[src/rtl/leb128_stream_decoder.sv]
// Byte-serial LEB128 decoder: gathers 7-bit groups from a valid/ready byte
// stream into an N-bit value (ULEB128 or SLEB128), flags overlong and
// overflowing encodings, and presents the result on a held output handshake.
module leb128_stream_decoder #(
    parameter int N      = 64,
    parameter bit SIGNED = 1'b0,
    parameter int MAXLEN = (N + 6) / 7,
    parameter int LW     = $clog2(MAXLEN + 1)
) (
    input  logic          clk,
    input  logic          rst_n,
    input  logic [7:0]    in_data,
    input  logic          in_valid,
    output logic          in_ready,
    output logic [N-1:0]  out_data,
    output logic [LW-1:0] out_len,
    output logic          out_err,
    output logic          out_valid,
    input  logic          out_ready
);

    // Scratch width covers every payload position up to the last legal byte,
    // plus margin so shifted masks never need a zero-width slice.
    localparam int WX = 7 * MAXLEN + 8;

    typedef enum logic [1:0] {ACCUM, SKIP, HOLD} state_t;

    state_t          state, state_nx;
    logic [N-1:0]    acc;
    logic [LW-1:0]   cnt;
    logic            err;

    logic            in_fire;
    logic            last_idx;
    logic [WX-1:0]   sh, pmask, hmask, sref, fill;
    logic [N-1:0]    acc_nx, ext, result;
    logic            ovf;

    // Byte count reported for a value, clamped to the longest legal encoding.
    function automatic logic [LW-1:0] sat_len(input int n);
        if (n >= MAXLEN) return LW'(MAXLEN);
        return LW'(n);
    endfunction

    // Place the incoming payload, check the final byte for overflow and
    // build the sign-extended result.
    always_comb begin
        in_fire  = in_valid & in_ready;
        last_idx = (cnt == LW'(MAXLEN - 1));
        sh       = WX'(in_data[6:0]) << (7 * int'(cnt));
        pmask    = WX'(7'h7F) << (7 * int'(cnt));
        hmask    = {WX{1'b1}} << N;
        acc_nx   = acc | sh[N-1:0];
        // Bits beyond N must repeat the value's top bit (signed) or be zero.
        sref     = (SIGNED && acc_nx[N-1]) ? {WX{1'b1}} : '0;
        ovf      = last_idx & (|((sh ^ sref) & pmask & hmask));
        fill     = {WX{1'b1}} << (7 * (int'(cnt) + 1));
        ext      = (SIGNED && in_data[6]) ? fill[N-1:0] : '0;
        result   = acc_nx | ext;
    end

    // State register.
    always_ff @(posedge clk or negedge rst_n) begin
        if (!rst_n) state <= ACCUM;
        else        state <= state_nx;
    end

    // Next-state: a clear bit 7 ends a value; running out of room diverts to SKIP.
    always_comb begin
        state_nx = state;
        case (state)
            ACCUM: if (in_fire) begin
                if (!in_data[7])   state_nx = HOLD;
                else if (last_idx) state_nx = SKIP;
            end
            SKIP:  if (in_fire && !in_data[7]) state_nx = HOLD;
            HOLD:  if (out_ready) state_nx = ACCUM;
            default: state_nx = ACCUM;
        endcase
    end

    // Handshake outputs depend on registered state only.
    always_comb begin
        in_ready  = (state != HOLD);
        out_valid = (state == HOLD);
    end

    // Accumulator, byte counter and output registers.
    always_ff @(posedge clk or negedge rst_n) begin
        if (!rst_n) begin
            acc      <= '0;
            cnt      <= '0;
            err      <= 1'b0;
            out_data <= '0;
            out_len  <= '0;
            out_err  <= 1'b0;
        end else begin
            case (state)
                ACCUM: if (in_fire) begin
                    acc <= acc_nx;
                    cnt <= cnt + LW'(1);
                    if (!in_data[7]) begin
                        out_data <= result;
                        out_len  <= sat_len(int'(cnt) + 1);
                        out_err  <= ovf;
                    end else if (last_idx) begin
                        err <= 1'b1;
                    end
                end
                SKIP: if (in_fire && !in_data[7]) begin
                    out_data <= '0;
                    out_len  <= sat_len(MAXLEN);
                    out_err  <= err;
                end
                HOLD: if (out_ready) begin
                    acc <= '0;
                    cnt <= '0;
                    err <= 1'b0;
                end
                default: ;
            endcase
        end
    end

endmodule

[config.mk]
export PLATFORM = sky130hd
export DESIGN_NAME = leb128_stream_decoder
export DESIGN_NICKNAME = d
export VERILOG_FILES = /design/src/rtl/leb128_stream_decoder.sv
export SDC_FILE = /design/constraint.sdc
export NUM_CORES = 1
export LEC_CHECK = 0
export CAP_MARGIN = 10
export CELL_PAD_IN_SITES_DETAIL_PLACEMENT = 1
export CELL_PAD_IN_SITES_GLOBAL_PLACEMENT = 1
export CORE_MARGIN = 1
export CORE_UTILIZATION = 35
export DETAILED_ROUTE_END_ITERATION = 12
export PLACE_DENSITY = 0.76
export SLEW_MARGIN = 25
export SYNTH_ARGS = -nofsm -noshare
export SYNTH_HDL_FRONTEND = slang
export SYNTH_SLANG_ARGS = --single-unit
[constraint.sdc]
create_clock -name clk -period 2.45 [get_ports clk]
set_input_delay 0.49 -clock clk [delete_from_list [all_inputs] [get_ports clk]]
set_output_delay 0.49 -clock clk [all_outputs]
set_load 0.01 [all_outputs]
==> results of run 1 <==
-- flip-flops by register name, summed over array words and instances (netlist names) --
register and flops:
acc 64, cnt 4, err 1, out_data 64, out_err 1, out_len 4, state 2
-- worst max-delay path, cell delays in order (launching register included) --
cell and delay [ns]:
dfrtp_1 0.60, nand2b_1 0.17, inv_2 0.10, clkdlybuf4s50_1 0.55
-- per-stage QoR --
stage / power [mW] / area, sq um
6_report: 8.87 / 7550
2_1_floorplan: 4.84 / 5830
4_1_cts: 8.97 / 7550
3_5_place_dp: 6.33 / 6960
5_1_grt: 9.40 / 7550
3_3_place_gp: 6.19 / 6960
-- logic make-up (layout without fill, tap and decap cells) --
| group | Yosys count | count (layout) |
|---|---|---|
| adders and majority gates | 4 | 4 |
| and+or+nand+nor | 141 | 141 |
| buffers and inverters | 50 | 146 |
| DFF | 140 | 140 |
| AOI/OAI and AO/OA | 216 | 216 |
-- synth_stat cells, drive strengths merged --
cell    count  share of area
dfrtp     140           0.60
nand2      85          0.055
o21ai      77          0.066
a21oi      65          0.056
a22o       60          0.090
clkbuf     25          0.016
nor2       19          0.012
buf        18          0.017
nor3        8          0.012
a31oi       7         0.0075
inv         7         0.0045
nand2b      6         0.0064
nor4        5          0.016
ha          4         0.0086
nor2b       3         0.0032
nor3b       3         0.0047
and3        2         0.0021
nand3       2         0.0017
nand3b      2         0.0026
or2b        2         0.0028
a21o        1         0.0015
a32o        1         0.0017
a41oi       1         0.0015
and2        1         0.0011
and3b       1         0.0015
nand4       1         0.0011
o211ai      1         0.0013
o21a        1         0.0013
o22ai       1         0.0011
o31ai       1         0.0013
or3b        1         0.0019
-- final cells by class --
type                       count  share of cell area
sequential                   140               0.464
multi-input combinational    361               0.280
timing repair buffer         108               0.138
clock buffer                  20              0.0592
tap                          216              0.0358
clock inverter                11              0.0191
inverter                       7             0.00348
-- worst paths after layout --
| path | start | to | slack, ns | cells past startpoint |
|---|---|---|---|---|
| setup / recovery | state[1]$_DFFE_PN0P_ | out_valid | 0.13 | 3 |
| hold / removal | rst_n | out_data[53]$_DFFE_PN0P_ | 0.03 | 1 |
| setup reg to reg | cnt[0]$_DFFE_PN0P_ | out_len[0]$_DFFE_PN0P_ | 0.51 | 7 |
| hold reg to reg | out_data[22]$_DFFE_PN0P_ | out_data[22]$_DFFE_PN0P_ | 0.48 | 2 |
| max in group asynchronous | rst_n | acc[5]$_DFFE_PN0P_ | 1.60 | 2 |
| min in group clk | out_data[22]$_DFFE_PN0P_ | out_data[22]$_DFFE_PN0P_ | 0.48 | 2 |
-- cells in the final DEF (no fill, tap or decap), drive strengths merged, types with 3 or more instances in the layout --
cell type	netlist	routed
nor3	8	8
a22o	60	60
o21ai	77	77
clkdlybuf4s50	0	81
nand2	85	85
bufinv	0	3
a21oi	65	65
nor2	19	19
clkinv	0	3
clkinvlp	0	4
nand2b	6	6
clkbuf	25	20
inv	7	8
dfrtp	140	140
nor3b	3	3
nor2b	3	3
buf	18	27
ha	4	4
a31oi	7	7
nor4	5	5
-- metal layers --
layer	wire (um)	share of wire	track usage	vias to the layer above
met5	0	0	0	-
met4	291	0.018	0.0811	0
met3	541	0.033	0.0398	23
met2	8580	0.52	0.367	92
met1	7180	0.43	0.261	2358
li1	-	-	-	2122
-- power by group through the flow --
stage | combinational [mW] | sequential, mW | clock (mW)
after floorplan | 1.25 | 3.59 | 0
after global placement | 2.68 | 3.51 | 0
after detailed placement | 2.77 | 3.55 | 0
after CTS | 2.81 | 3.52 | 2.65
after global routing | 3.06 | 3.60 | 2.74
final | 2.76 | 3.51 | 2.60
==> out/metrics.yaml, run 1 <==
yosys:
  yosysWarnings: 0
  ys_ff_latch: 140
  yosys.cell_types.count: 41
  synthMuxAreaShare: 0
  syn-instance-count: 551
  synth.avg_cell_area_sq_um: 10.6
  synth_xor_area_frac: 0
  synth_top_family_by_area: "compound AO/OA/AOI/OAI gates"
  syn_nets: 567
  synthSimpleGateAreaFrac: 0.124
  mappedNetlistArea_sq_um: 5830
  synth_adder_area_share: 0.00858
  synth_compound_area_frac: 0.229
  ys_seq_area_frac: 0.601
cts:
  cts_buffer_depth: 2
  cts_tree: "yes"
  numCtsBuffers: 17
  clk_latency_ns: 0.42
  post_cts_resized: 0
  htreeDepth: 4
  cts.sinks: 140
  cts_setup_buffers: 0
  cts_root_buf: "clkbuf_16"
  hold_buffers: 0
  clk_pin_slew_ns: 0.06
floorplanning:
  die-height_um: 131
  coreArea_sq_um: 16100
  num_io_pins: 83
  die_area_sq_um: 17200
  initial_core_util: 0.363
  num_rows: 46
  die_w_um: 131
global_route:
  antenna_found_initial: 0
  grt_pass1_wl_mm: 27.0
  grt_max_degree: 68
  grt_use_total: 0.211
  overflow: 0
  grt_pass1_vias: 5016
power_and_ir_drop:
  ir_drop_mv: 0.502
  p_int_mw: 6.02
  power_density_nw_per_um2: 1180
  p_switching_mw: 2.85
  clockPowerShare: 0.293
  combPwrFrac: 0.311
  p_leak_nw: 3.28
  swShare: 0.321
  seqPwrFrac: 0.395
sta:
  finalWorstPathRequiredPeriod_ns: 2.32
  finalClockSkew_ns: 0.00507
  rsz0062_at_grt: "false"
  fin_crit_sh: 0.949
  fin_ws_ns: 0.125
  whs_ns: 0.0281
  finalHoldViolCount: 0
  drv_slew: 0
  worstMarginPinSlew_ns: 0.519
  slew_headroom: 0.654
  setup_viol: 0
  fmax_mhz: 430
  fin_setup_tns_ns: 0
min_path:
  hp-class: "primary input to async pin"
route:
  wl_per_cell_um: 19.2
  wl_mm: 16.6
  ant_nets: 0
  drt_iter0_drc: 191
  num_vias: 4595
  drc: 0
  dr.pass1.iters: 4
  via_per_inst: 5.32
place:
  gp_congestion: 0.819
  hpwl_mm: 11.1
  pre_cts_slack_ns: 0.148
  place_inst: 832
  portBuffers: 82
cells_and_area:
  fin_util: 0.470
  fin_cells: 863
  drive_gt1_frac: 0.111
  diodes: 0
  syn2layout_area_growth_pct: 29.4
  final-seq-area_sq_um: 3500
  fin_nets: 651
  multiInputGateArea_sq_um: 2110
  n_fill_cell: 1737
status:
  status: "finished, final reports clean"
worst_setup_path:
  crit_required_ns: 1.96
  cp-end-kind: "primary output"
  critPathMaxFanout: 13
  criticalPathCategory: "register to primary output"
  start_kind: "register"
  cp.arrival_ns: 1.83
run:
  maxCapViolations: 0
Note: power is estimated with default switching activity, not from simulation.
==> run 2, diff against run 1 <==
Settings changed: PLACE_DENSITY 0.76 to 0.72.
Clock period 2.45 ns to 2.3 ns, I/O delays scaled along.
==> run 2 against run 1 <==
Against the previous run:
- power grew 5.1%
- core utilization is essentially flat
- clock skew grew 0.0014 ns
- critical path type unchanged
- final cell count grew 0.58%
- wire length grew 1.3%
- via count grew 1.3%
==> out/metrics.yaml, run 2 (same netlist as run 1, synthesis figures left out) <==
status:
  status: "finished, final reports clean"
sta:
  slew_headroom: 0.652  # -0.00180
  worstMarginPinSlew_ns: 0.519  # -0.000130 ns
  drv_slew: 0  # unchanged
  whs_ns: 0.482  # +0.454 ns
  fin_setup_tns_ns: 0  # unchanged
  setup_viol: 0  # unchanged
  finalClockSkew_ns: 0.00647  # +0.00139 ns
  finalHoldViolCount: 0  # unchanged
  fin_crit_sh: 0.956
  fmax_mhz: 455
  rsz0062_at_grt: "false"
  finalWorstPathRequiredPeriod_ns: 2.20
cts:
  numCtsBuffers: 17  # unchanged
  htreeDepth: 4  # unchanged
  cts.sinks: 140  # unchanged
  clk_latency_ns: 0.42  # about the same
  cts_root_buf: "clkbuf_16"
  cts_buffer_depth: 2  # unchanged
  cts_setup_buffers: 0  # unchanged
  cts_tree: "yes"
  clk_pin_slew_ns: 0.06  # about the same
route:
  maxUsedRoutingLayer: "met4"
  drc: 0  # unchanged
  met1_length_mm: 7.75  # +8.0%
  num_vias: 4655  # +1.3%
  dr.pass1.iters: 4  # unchanged
  via_per_inst: 5.36  # +0.72%
  wl_met2_mm: 8.18  # -4.7%
  ant_nets: 0  # unchanged
  wl_mm: 16.8  # +1.3%
  drt_iter0_drc: 230  # +20%
  met3_length_um: 620  # +15%
  wl_per_cell_um: 19.4  # +0.71%
worst_setup_path:
  criticalPathCategory: "register to primary output"
  cp-end-kind: "primary output"
  cp.arrival_ns: 1.74  # -0.09 ns
  crit_required_ns: 1.84  # -0.12 ns
  critPathMaxFanout: 9  # -4
  start_kind: "register"
cells_and_area:
  mostFrequentLayoutCell: "dfrtp_1"
  final_cell_mix: "dfrtp_1 (139), nand2_1 (84), clkdlybuf4s50_1 (81), a21oi_1 (65)"
  diodes: 0  # unchanged
  fin_nets: 655  # +0.61%
  drive_gt1_frac: 0.120  # +0.00835
  syn2layout_area_growth_pct: 29.5  # about the same
  top_regs: "acc: 64 flops, out_data: 64 flops"
floorplanning:
  num_rows: 46  # unchanged
  num_io_pins: 83  # unchanged
  die-height_um: 131  # unchanged
  initial_core_util: 0.363  # unchanged
  die_area_sq_um: 17200  # unchanged
  die_w_um: 131  # unchanged
  coreArea_sq_um: 16100  # unchanged
global_route:
  antenna_found_initial: 0  # unchanged
  grt_pass1_vias: 4972  # -0.88%
  grt_use_total: 0.214  # +0.00270
  grt_pass1_wl_mm: 27.5  # +1.6%
  grt_max_degree: 58  # -15%
  overflow: 0  # unchanged
power_and_ir_drop:
  p_int_mw: 6.20  # +3.0%
  p_leak_nw: 3.29  # +0.31%
  p_switching_mw: 3.12  # +9.5%
  ir_drop_mv: 0.600  # +20%
  seqPwrFrac: 0.403  # +0.008
  power_density_nw_per_um2: 1230  # +5.0%
  swShare: 0.335  # +0.0134
  combPwrFrac: 0.320  # +0.009
  clockPowerShare: 0.277  # -0.016
run:
  maxCapViolations: 0  # unchanged
place:
  hpwl_mm: 11.2  # +1.3%
  gp_congestion: 0.834  # +1.8%
  portBuffers: 82  # unchanged
min_path:
  hp-class: "register to register"
[run 2: power groups by stage]
stage               Combinational, mW  Sequential [mW]  Clock, mW
floorplan                        1.33             3.83          0
global placement                 2.88             3.75          0
detailed placement               2.99             3.79          0
CTS                              3.02             3.76       2.63
global route                     3.29             3.86       2.72
finish                           2.98             3.76       2.58
[run 2: final timing paths]
kind	startpoint	endpoint	slack, ns	cells after the start
setup reg to reg	cnt[2]$_DFFE_PN0P_	out_data[62]$_DFFE_PN0P_	0.33	5
max in group asynchronous	rst_n	out_data[38]$_DFFE_PN0P_	1.07	3
min in group asynchronous	rst_n	out_data[5]$_DFFE_PN0P_	0.56	2
setup / recovery	state[0]$_DFFE_PN0P_	out_valid	0.10	3
hold reg to reg	out_data[13]$_DFFE_PN0P_	out_data[13]$_DFFE_PN0P_	0.48	2
hold / removal	out_data[13]$_DFFE_PN0P_	out_data[13]$_DFFE_PN0P_	0.48	2
[run 2: repair_timing]
| item | in CTS | in global routing |
|---|---|---|
| endpoints found under the setup margin | 0 | 1 |
| gates resized for setup | 0 | 1 |
| hold buffers | 1 | 0 |
| endpoints found under the hold margin | 44 | 0 |
[run 2: metrics by stage]
stage / std cells / power [mW] / util / cell area [sq um] / setup slack, ns
final: 868 / 9.32 / 0.470 / 7550 / 0.101
after global placement: 835 / 6.63 / 0.435 / 6990 / 0.184
after floorplan: 551 / 5.16 / - / 5830 / 0.424
after detailed placement: 835 / 6.78 / 0.435 / 6990 / 0.0802
after CTS: 868 / 9.41 / 0.470 / 7550 / 0.0444
after global routing: 868 / 9.87 / 0.470 / 7550 / 0.0412
[run 2: cell type report]
type	count	area, sq um
tap	216	270
timing repair buffer	112	1090
inverter	7	26.3
clock inverter	14	121
fill	1729	8500
clock buffer	18	429
multi-input combinational	361	2110
sequential	140	3500
[run 2: routing by layer]
metal | vias to the layer above | GRT usage
met1 | 2399 | 0.287
met3 | 21 | 0.0390
li1 | 2134 | -
met4 | 0 | 0.0751
met2 | 101 | 0.349
met5 | - | 0
[run 2: worst max-delay path: stages (launching register included)]
cell	delay, ns
dfrtp_1	0.47
nand2b_1	0.23
inv_2	0.08
clkdlybuf4s50_1	0.53
==> run 3, diff against run 2 <==
Settings changed: GPL_ROUTABILITY_DRIVEN from default to 1.
==> results of run 3 <==
Final layout, timing and power as in run 2 (identical DEF).
